--- src/rtl/load_ctr_pkg.sv ---
// Shared types and helpers for the load-value counter family.
// Mode encodings and terminal-value selection used by the step logic.
package load_ctr_pkg;

  typedef enum logic [1:0] {
    CTR_FREE    = 2'd0,
    CTR_MODULO  = 2'd1,
    CTR_ONESHOT = 2'd2
  } ctr_mode_e;

  localparam int CTR_MAX_W = 32;

  // MODULO and ONESHOT share the 0..Limit range; the reserved encoding acts as FREE.
  function automatic logic is_bounded(input logic [1:0] mode);
    return (mode == CTR_MODULO) || (mode == CTR_ONESHOT);
  endfunction

  // Value at which a step is terminal, evaluated in a 32-bit domain so one
  // function serves every legal counter width.
  function automatic logic [CTR_MAX_W-1:0] terminal_val(
    input logic [1:0]           mode,
    input logic                 up,
    input logic [CTR_MAX_W-1:0] limit,
    input int                   width
  );
    logic [CTR_MAX_W-1:0] all_ones;
    all_ones = (32'd1 << width) - 32'd1;
    if (!up)
      return '0;
    else if (is_bounded(mode))
      return limit;
    else
      return all_ones;
  endfunction

endpackage

--- src/rtl/load_ctr_step.sv ---
// Combinational next-step value and terminal flag for the load-value counter.
// Pure function of the current count, direction, mode and limit.
module load_ctr_step
  import load_ctr_pkg::*;
#(
  parameter int WIDTH = 8
) (
  input  logic [WIDTH-1:0] count,
  input  logic             up_dn,
  input  logic [1:0]       mode,
  input  logic [WIDTH-1:0] limit,
  output logic [WIDTH-1:0] next_val,
  output logic             term
);

  localparam logic [WIDTH-1:0] ONE = WIDTH'(1);

  logic bounded;

  assign bounded = is_bounded(mode);
  assign term    = (32'(count) == terminal_val(mode, up_dn, 32'(limit), WIDTH));

  // A count above Limit never matches the terminal value, so it keeps rising
  // until the natural binary wrap brings it back inside the range.
  always_comb begin
    next_val = count;
    if (up_dn) begin
      if (term)
        next_val = '0;
      else
        next_val = count + ONE;
    end else begin
      if (count == '0)
        next_val = bounded ? limit : '1;
      else
        next_val = count - ONE;
    end
  end

endmodule

--- src/rtl/load_val_counter_gen.sv ---
// Programmable up/down counter with FREE/MODULO/ONESHOT modes and a load
// handshake whose loads apply immediately or at the next terminal count.
module load_val_counter_gen
  import load_ctr_pkg::*;
#(
  parameter int               WIDTH   = 8,
  parameter logic [WIDTH-1:0] RST_VAL = '0
) (
  input  logic             Clk,
  input  logic             Rst_l,
  input  logic             En,
  input  logic             Up_Dn,
  input  logic [1:0]       Mode,
  input  logic [WIDTH-1:0] Limit,
  input  logic             Load_Valid,
  input  logic             Load_Imm,
  input  logic [WIDTH-1:0] Load_Value,
  output logic             Load_Ready,
  output logic             Pending,
  output logic [WIDTH-1:0] Count,
  output logic             Tc,
  output logic             Done
);

  logic [WIDTH-1:0] count_q, count_d;
  logic [WIDTH-1:0] shadow_q, shadow_d;
  logic             pending_q, pending_d;
  logic             done_q, done_d;
  logic [WIDTH-1:0] step_val;
  logic             term;
  logic             accept;
  logic             tc;

  load_ctr_step #(
    .WIDTH (WIDTH)
  ) u_step (
    .count    (count_q),
    .up_dn    (Up_Dn),
    .mode     (Mode),
    .limit    (Limit),
    .next_val (step_val),
    .term     (term)
  );

  // Tc is gated by reset so a terminal reset value cannot strobe while held.
  assign tc         = Rst_l & En & term & ~done_q;
  assign accept     = Load_Valid & ~pending_q;

  assign Tc         = tc;
  assign Load_Ready = ~pending_q;
  assign Pending    = pending_q;
  assign Count      = count_q;
  assign Done       = done_q;

  // Latching a deferred load does not stall counting; only the Tc that
  // consumes it replaces the wrap.
  always_comb begin
    count_d   = count_q;
    shadow_d  = shadow_q;
    pending_d = pending_q;
    done_d    = done_q;
    if (accept && Load_Imm) begin
      count_d = Load_Value;
      done_d  = 1'b0;
    end else if (tc && (pending_q || accept)) begin
      count_d   = pending_q ? shadow_q : Load_Value;
      pending_d = 1'b0;
      done_d    = 1'b0;
    end else begin
      if (accept) begin
        shadow_d  = Load_Value;
        pending_d = 1'b1;
      end
      if (tc && (Mode == CTR_ONESHOT))
        done_d = 1'b1;
      else if (En && !done_q)
        count_d = step_val;
    end
  end

  always_ff @(posedge Clk or negedge Rst_l) begin
    if (!Rst_l) begin
      count_q   <= RST_VAL;
      shadow_q  <= '0;
      pending_q <= 1'b0;
      done_q    <= 1'b0;
    end else begin
      count_q   <= count_d;
      shadow_q  <= shadow_d;
      pending_q <= pending_d;
      done_q    <= done_d;
    end
  end

endmodule
--- config.mk ---
export PLATFORM = sky130hd
export DESIGN_NAME = load_val_counter_gen
export DESIGN_NICKNAME = d
export VERILOG_FILES = /design/src/rtl/load_ctr_pkg.sv /design/src/rtl/load_ctr_step.sv /design/src/rtl/load_val_counter_gen.sv
export SDC_FILE = /design/constraint.sdc
export NUM_CORES = 1
export LEC_CHECK = 0
export BUFFER_PORTS_ARGS = -buffer_cell sky130_fd_sc_hd__clkbuf_2
export CAP_MARGIN = 20
export CORE_UTILIZATION = 55
export CTS_CLUSTER_SIZE = 40
export DETAILED_ROUTE_END_ITERATION = 12
export GPL_ROUTABILITY_DRIVEN = 0
export GPL_TIMING_DRIVEN = 0
export PLACE_DENSITY = 0.85
export SETUP_SLACK_MARGIN = 0.15
export SLEW_MARGIN = 20
export SYNTH_ARGS = -nofsm -noshare
export SYNTH_HDL_FRONTEND = slang
export SYNTH_SLANG_ARGS = --single-unit
--- constraint.sdc ---
create_clock -name Clk -period 3.7 [get_ports Clk]
set_clock_uncertainty 0.15 [all_clocks]
set_input_delay 0.74 -clock Clk [delete_from_list [all_inputs] [get_ports Clk]]
set_output_delay 0.74 -clock Clk [all_outputs]
set_load 0.01 [all_outputs]
==> results.toml <==
[setup_path]
cp_max_fo = 10
crit_path_end_kind = "output port"
path_common_cell = "buf_6"
worstSetupStartpointType = "primary input"
worstSetupStartpoint = "Mode[0]"
crit_chain = "clkbuf_2, inv_1, ha_1, buf_6, o31a_1, o32a_1, a32oi_2, and3_4, buf_6, buf_6"
crit_slowest_cell = "o32a_1"
r2r_end = "Count[0]"
crit_end = "Tc"
rr_worst_depth = 10
cp.required_ns = 2.81
crit_type = "primary input to output port"
slowest_delay_ns = 0.37
reg2reg_from = "Count[0]"
reg2reg_setup_slack_ns = 0.97
crit_arrival_ns = 2.67

[clocking]
cts.clk_slew.worst_paths_ns = 0.10
htreeDepth = 1
cts_sinks = 18
cts_buffers = 3
cts_tree = "done"
root_buffer = "clkbuf_4"
clk_latency_ns = 0.30
postCtsHoldBufs = 0
cts_buffer_depth = 2

[timing]
tightest_slew_ns = 0.501
holdWs_ns = 0.237
maxSlewHeadroom_pct = 66.3
period_needed_ns = 3.56
final.period_utilization_pct = 96.3
fmax_ghz = 0.281
rsz0062_at_grt = "false"
final_hold_viol_count = 0
fin_setup_tns_ns = 0
fin_ws_ns = 0.137
slew_viol_final = 0
setup_violations = 0

[global_routing]
globalRouteTotalUtil_pct = 27.6
grt_pass1_vias = 1490
grt_pass1_wl_um = 7070
antenna_found_initial = 0
grt_overflow = 0
grt_start_max_net_pins = 21

[power_and_ir_drop]
power_density_nw_per_um2 = 568
internal_power_w = 0.000631
power_frac_comb_pct = 59.6
power.leakage_nw = 0.850
p_seq_share_pct = 29.6
p_sw_share_pct = 44.4
clockPowerShare_pct = 10.8
power_switching_w = 0.000504
ir_drop_mv = 0.389

[detailed_routing]
wl_per_cell_um = 16.0
drtPass1Iterations = 8
drtIter0Drc = 112
vias = 1699
routed_wl_um = 4330
avgViaCountPerCell = 6.27
drc = 1
antenna_left = 0

[floorplanning]
die_h_um = 57.5
row_count = 19
die_w_um = 57.5
start_util_pct = 60.0
core_area_um2 = 2830
design.die.area_um2 = 3310
pin_count = 36

[placement]
post-place-ws_ns = 0.128
dp_hpwl_um = 3280
io_buffers = 35
dp.cells = 264

[synthesis]
synthFlopType = "dfrtp_1"
ys_types = 53
synth_fp_nets = 226
netlist_top_cells_count = "dfrtp_1 (18), nand2_1 (17), nor2_1 (17)"
netlist_instances = 198
synth-compound-area-share_pct = 27.1
synth_area_leaders = "dfrtp_1 (27%), mux2_1 (5.3%), nor4bb_1 (4.1%)"
synth_edf_count = 0
synthArstFlopShare_pct = 100
synth_fa_ha_area_share_pct = 2.95
synth_seq_cells = 18
synthMuxAreaShare_pct = 7.08
synth-xor-area-share_pct = 4.65
synth_top_area_share_pct = 26.5
synth_simple_gate_area_share_pct = 24.6
synthMostInstantiatedCell = "dfrtp_1"
yosys_warnings = 0
synth-seq-area-share_pct = 26.5
synthesis.area_um2 = 1700
synth_top_family_by_area = "compound AO/OA/AOI/OAI gates"
synth.largest_area_cell = "dfrtp_1"
synth_area_per_cell_um2 = 8.57

[layout]
insertedDiodeCount = 0
instances_no_fill = 271
syn_to_final_growth_pct = 17.8
nets = 269
drive_above_1_share_pct = 27.5

[run]
drv_cap = 0

[status]
violations = "design-rule violations"
status = "complete, but fails checks"

[hold_path]
hold_class = "primary input to asynchronous set/reset pin"
==> sequential cells by signal, indices dropped and copies added (netlist names) <==
register	cells
shadow_q	8
Count	8
Done	1
Pending	1
==> cell usage in the layout, fill, tap and decap left out, types with 4 or more instances in the layout <==
master	n
buf_6	5
buf_2	4
buf_4	4
nor4bb_1	7
o21ai_0	7
nand3_1	5
clkbuf_2	34
nand2_1	17
dfrtp_1	18
a21oi_1	9
nor3_1	9
xnor2_1	6
a311oi_1	6
nor2_1	17
o22ai_1	4
inv_1	7
mux2_1	8
ha_1	4
o31ai_1	4
clkbuf_1	5
clkbuf_4	4
a211oi_1	5
==> how the worst min path moves through the flow <==
stage                      startpoint     endpoint  slack, ns  cells after the start
final                           Rst_l  shadow_q[0]       0.24                      1
after global routing            Rst_l      Pending       0.27                      1
after CTS                       Rst_l     Count[1]       0.24                      1
after detailed placement  shadow_q[6]  shadow_q[6]       0.33                      1
after global placement    shadow_q[1]  shadow_q[1]       0.32                      1
after floorplan                 Rst_l     Count[0]       0.29                      0
==> worst max-delay path, delay by kind of cell <==
kind	cells	cell delay, ns
adder cells (fa/ha/maj)	1	0.32
AO/OA/AOI/OAI	3	0.90
AND/OR/NAND/NOR	1	0.23
buffers and inverters	5	0.48
==> through the flow <==
stage	power [W]	instance area [um2]	util (%)
floorplan	0.000808	1700	-
global route	0.00122	2000	70.6
finish	0.00114	2000	70.6
detailed placement	0.000984	1910	67.5
CTS	0.00111	1950	69.1
global placement	0.000960	1910	67.5
==> cells by family after synthesis <==
group / after synthesis
flops: 18
xor+xnor: 9
mux: 11
buf+inv: 23
fa+ha+maj: 4
simple gates: 74
compound gates: 59
==> routing by layer <==
metal / track usage [%] / up-vias / routed length (um)
li1: - / 842 / -
met4: 8.71 / 0 / 84
met5: 0 / - / 0
met3: 1.36 / 9 / 155
met2: 45.2 / 50 / 2120
met1: 39.3 / 798 / 1980
==> power groups by stage <==
stage / clock, W / combinational, W / sequential, W
after global placement: 0 / 0.000630 / 0.000331
after floorplan: 0 / 0.000468 / 0.000340
after detailed placement: 0 / 0.000647 / 0.000337
after CTS: 0.000124 / 0.000653 / 0.000334
after global routing: 0.000129 / 0.000749 / 0.000344
final: 0.000122 / 0.000677 / 0.000336
==> final cells by class <==
type	instances	area [um2]
repair buffers	38	204
clock buffers	4	36.3
inverters	8	30.0
well taps	31	38.8
multi-input cells	157	1140
plain buffers	15	98.8
fillers	242	831
flip-flops and latches	18	450
==> timing repair <==
item / in CTS / in global routing
endpoints found under the setup margin: 1 / 1
setup buffers: 0 / 3
pin swaps: 0 / 4
gates resized for setup: 1 / 7
(Power assumes the default switching activity.)
